<file path="config.mk">
export PLATFORM = sky130hd
export DESIGN_NAME = seq_comparator
export DESIGN_NICKNAME = d
export VERILOG_FILES = /design/src/rtl/seq_comparator.sv
export SDC_FILE = /design/constraint.sdc
export NUM_CORES = 1
export LEC_CHECK = 0
export ABC_AREA = 1
export CAP_MARGIN = 15
export CELL_PAD_IN_SITES_DETAIL_PLACEMENT = 1
export CELL_PAD_IN_SITES_GLOBAL_PLACEMENT = 1
export CORE_ASPECT_RATIO = 1.75
export CORE_MARGIN = 5
export CORE_UTILIZATION = 27
export CTS_CLUSTER_DIAMETER = 100
export DETAILED_ROUTE_END_ITERATION = 6
export PLACE_DENSITY = 0.6
export SYNTH_ARGS = -nofsm -noshare
export SYNTH_HDL_FRONTEND = slang
export SYNTH_SLANG_ARGS = --single-unit
</file>
<file path="constraint.sdc">
create_clock -name clk -period 1.6 [get_ports clk]
set_input_delay 0.16 -clock clk [delete_from_list [all_inputs] [get_ports clk]]
set_output_delay 0.16 -clock clk [all_outputs]
set_load 0.03 [all_outputs]
</file>
<file path="src/rtl/seq_comparator.sv">
// Bit-serial three-way magnitude/equality comparator, MSB-first with early exit at the first differing bit.
// Latency 2..WIDTH+1 cycles from start to done; start is ignored while busy, and all outputs are registered.
module seq_comparator #(
    parameter int WIDTH = 8,
    parameter int CW    = $clog2(WIDTH + 1)
) (
    input  logic             clk,
    input  logic             rst,
    input  logic             start,
    input  logic [WIDTH-1:0] a,
    input  logic [WIDTH-1:0] b,
    input  logic             signed_mode,
    output logic             busy,
    output logic             done,
    output logic             eq,
    output logic             gt,
    output logic             lt,
    output logic [CW-1:0]    cycles
);

    typedef enum logic [1:0] {IDLE, SCAN, DONE} state_t;

    localparam logic [CW-1:0] LAST = CW'(WIDTH);

    state_t           state;
    logic [WIDTH-1:0] a_q;
    logic [WIDTH-1:0] b_q;
    logic             sm_q;
    logic [CW-1:0]    cnt;
    logic [CW-1:0]    cnt_n;

    assign cnt_n = cnt + CW'(1);

    // Operands shift left so the bit under test is always the MSB; cnt==0 marks the sign bit.
    always_ff @(posedge clk or posedge rst) begin
        if (rst) begin
            state  <= IDLE;
            a_q    <= '0;
            b_q    <= '0;
            sm_q   <= 1'b0;
            cnt    <= '0;
            busy   <= 1'b0;
            done   <= 1'b0;
            eq     <= 1'b0;
            gt     <= 1'b0;
            lt     <= 1'b0;
            cycles <= '0;
        end else begin
            case (state)
                IDLE: begin
                    if (start) begin
                        a_q   <= a;
                        b_q   <= b;
                        sm_q  <= signed_mode;
                        cnt   <= '0;
                        busy  <= 1'b1;
                        state <= SCAN;
                    end
                end
                SCAN: begin
                    cnt <= cnt_n;
                    if (a_q[WIDTH-1] != b_q[WIDTH-1]) begin
                        state  <= DONE;
                        done   <= 1'b1;
                        eq     <= 1'b0;
                        cycles <= cnt_n;
                        // A set sign bit means the more negative operand.
                        if (sm_q && (cnt == '0)) begin
                            gt <= ~a_q[WIDTH-1];
                            lt <= a_q[WIDTH-1];
                        end else begin
                            gt <= a_q[WIDTH-1];
                            lt <= ~a_q[WIDTH-1];
                        end
                    end else if (cnt_n == LAST) begin
                        state  <= DONE;
                        done   <= 1'b1;
                        eq     <= 1'b1;
                        gt     <= 1'b0;
                        lt     <= 1'b0;
                        cycles <= cnt_n;
                    end else begin
                        a_q <= a_q << 1;
                        b_q <= b_q << 1;
                    end
                end
                DONE: begin
                    state <= IDLE;
                    busy  <= 1'b0;
                    done  <= 1'b0;
                end
                default: begin
                    state <= IDLE;
                    busy  <= 1'b0;
                    done  <= 1'b0;
                end
            endcase
        end
    end

endmodule

</file>
==> results.md <==
- Detailed Routing Iterations Pass 1: 4
- DR vias: 1432
- CP max-delay cell: clkdlybuf4s50_1
- Chip Width: 68.9 um
- Post-synthesis sequential area ratio: 0.489
- Max-slew violations: 0
- Crit share post-route: 0.931
- FF+latch count, synth: 32
- Die height: 113 um
- N_diodes: 0
- Synth cell types: 26
- Residual DRC: 0
- Cts bufs inserted: 5
- Top_reg_cell synth: dfrtp_1
- Number of flops mapped to enable cells by yosys: 0
- Netlist Area Pre-Place: 1640 sq um
- Setup CP Type: reg2out
- Std cell rows: 37
- Yosys warns: 0
- Post-layout util: 0.368
- Placed Cells: 310
- Core region area: 5880 sq um
- Syn nets: 223
- R2R Setup Slk: 0.17 ns
- Slew margin rel.: 0.713
- Hold Path Class: in2async
- First-pass GRT wire length: 7.41 mm
- Clock tree buffer depth: 2
- Routed Antenna Nets: 0
- Status: completed
- WP buf/inv: 1
- Ports: 29
- Initial antenna violation count: 0
- M2 GR Usage: 0.232
- Clock transition at path regs: 0.07 ns
- H-tree levels: 2
- Peak VDD IR: 0.000581 V
- Crit path max fanout: 2
- Most used routing layer: met2
- Routed WL: 4.35 mm
- Least-Margin Pin Slew: 0.431 ns
- Critical Path RT: 1.44 ns
- Fill cells: 731
- Vias in the first global route: 1477
- Power density cells: 1970 nW/um^2
- Largest net degree at the start of global routing: 33
- Initial Util: 0.279
- Synth async-reset ratio: 1.00
- DR WL/cell: 13.5 um
- TritonCTS clock tree: done
- Setup-failing EPs final: 0
- Ratio of cells with drive above 1 in the final layout: 0.164
- RSZ-0062 raised after global routing: no
- Critical Path Start Type: flop
- CP endpoint kind: output pin
- RePlAce Congestion: 0.740
- Gate Count Post-Synth: 201
- Cell taking the most area after synthesis: dfrtp_1
- Top-count cell post-synth: nand2_1
- Mean Syn Cell Area: 8.15 sq um
- Max Cap Viol: 0
- Synth cell count leaders: nand2_1 (88), dfrtp_1 (32), nand3_1 (26)
- Family with the most delay on the worst path: buffers and inverters
- Area grow syn2layout: 32.1%
- Clk_lat worst skew: 0.28 ns
- Area of the multi-input gates: 726 sq um
- Post-DP HPWL: 3.35 mm
- Shortest period the worst path allows: 1.49 ns
- Sequential cell area: 801 sq um
- Final #Nets: 265
- Clock skew: 0.00761 ns
- Grt met3 use: 0.0218
- Met1 Resource Use GR: 0.143
- Die area: 7790 sq um
- Crit path largest cell delay: 0.68 ns
- Setup TNS: 0 ns
- DR vias/cell: 4.45
- IO buf count: 28
- Largest cells by area after synthesis: dfrtp_1 (49%), nand2_1 (20%), nand3_1 (7.9%), nand2_2 (3.4%), inv_1 (2.5%)
- Final Non-Filler Cells: 322
- DRC marker count from the first detailed-route iteration: 36
- Critical Path AT: 1.33 ns
- Total grt overflow: 0
- Final hold vios: 0
- Clock tree root buffer cell: clkbuf_8
- Tot GR Track Use: 0.128
- Pleak: 1.11 nW
- Post-synth top area share: 0.489
- Clock sink total: 32
- Hold_buf cts: 0
- Fmax: 0.671 GHz
- Cells along the critical path: clkdlybuf4s50_1
## placed cells by master, fill, tap and decap left out, drive strengths merged
cell type      Yosys  final
ha                 2      2
xnor2              1      1
nand2             99     99
o22ai              1      1
clkbuf             0      8
dfrtp             32     32
buf                7     14
o211ai             1      1
nand3b             1      1
inv               14     14
a21oi              3      3
xor2               1      1
o21ai              2      2
nand4              3      3
nor2               5      5
clkdlybuf4s50      0     28
nand3             28     28
or2                1      1
## per-stage QoR
stage	total power, W	area (sq um)	hold WS (ns)	worst slack (ns)
after floorplan	0.00299	1640	0.276	0.297
after global placement	0.00368	2030	0.460	0.134
after detailed placement	0.00372	2030	0.462	0.0918
after CTS	0.00438	2120	0.296	0.0732
after global routing	0.00468	2160	0.349	0.0564
final	0.00427	2160	0.272	0.110
## final timing paths
kind,from,to,cells past startpoint
max in group asynchronous,rst,cycles[2],3
setup / recovery,cycles[1],cycles[1],1
hold / removal,rst,cnt[3],3
min in group clk,a_q[3],a_q[3],2
setup reg to reg,cnt[2],b_q[3],7
hold reg to reg,a_q[3],a_q[3],2
## registers in the layout, indices dropped and copies added, names as in the netlist
name,cells
done,1
b_q,8
lt,1
eq,1
cycles,4
gt,1
a_q,8
busy,1
cnt,4
sm_q,1
state,2
## power breakdown
group	internal [W]	switching [W]	leakage [nW]
Combinational	0.000855	0.00134	0.661
Clock	0.000351	0.000290	0.0455
Sequential	0.00117	0.000254	0.404
## per-layer routing
metal / wire (um) / share of wire
met1: 1590 / 0.36
met2: 2600 / 0.60
met3: 99 / 0.023
met4: 61 / 0.014
met5: 0 / 0
## repair_timing
| item | 4_1_cts | 5_1_grt |
|---|---|---|
| setup buffers | 0 | 4 |
| resized for setup | 0 | 0 |
| endpoints found under the setup margin | 0 | 8 |
## cells by family (layout without fill, tap and decap cells)
kind of cell             after synthesis  in the layout  share of synthesized area
AO/OA/AOI/OAI                          7              7                     0.0237
XOR/XNOR                               2              2                     0.0153
adder cells (fa/ha/maj)                2              2                     0.0153
buffers and inverters                 21             64                     0.0687
flip-flops                            32             32                      0.489
AND/OR/NAND/NOR                      137            137                      0.389
## final cells by class
class / instances / share of cell area
clock buffer: 8 / 0.0416
inverter: 14 / 0.0243
multi-input combinational: 148 / 0.335
sequential: 32 / 0.370
tap: 78 / 0.0451
timing repair buffer: 42 / 0.184
No activity file was read; power rests on OpenSTA's default activity.
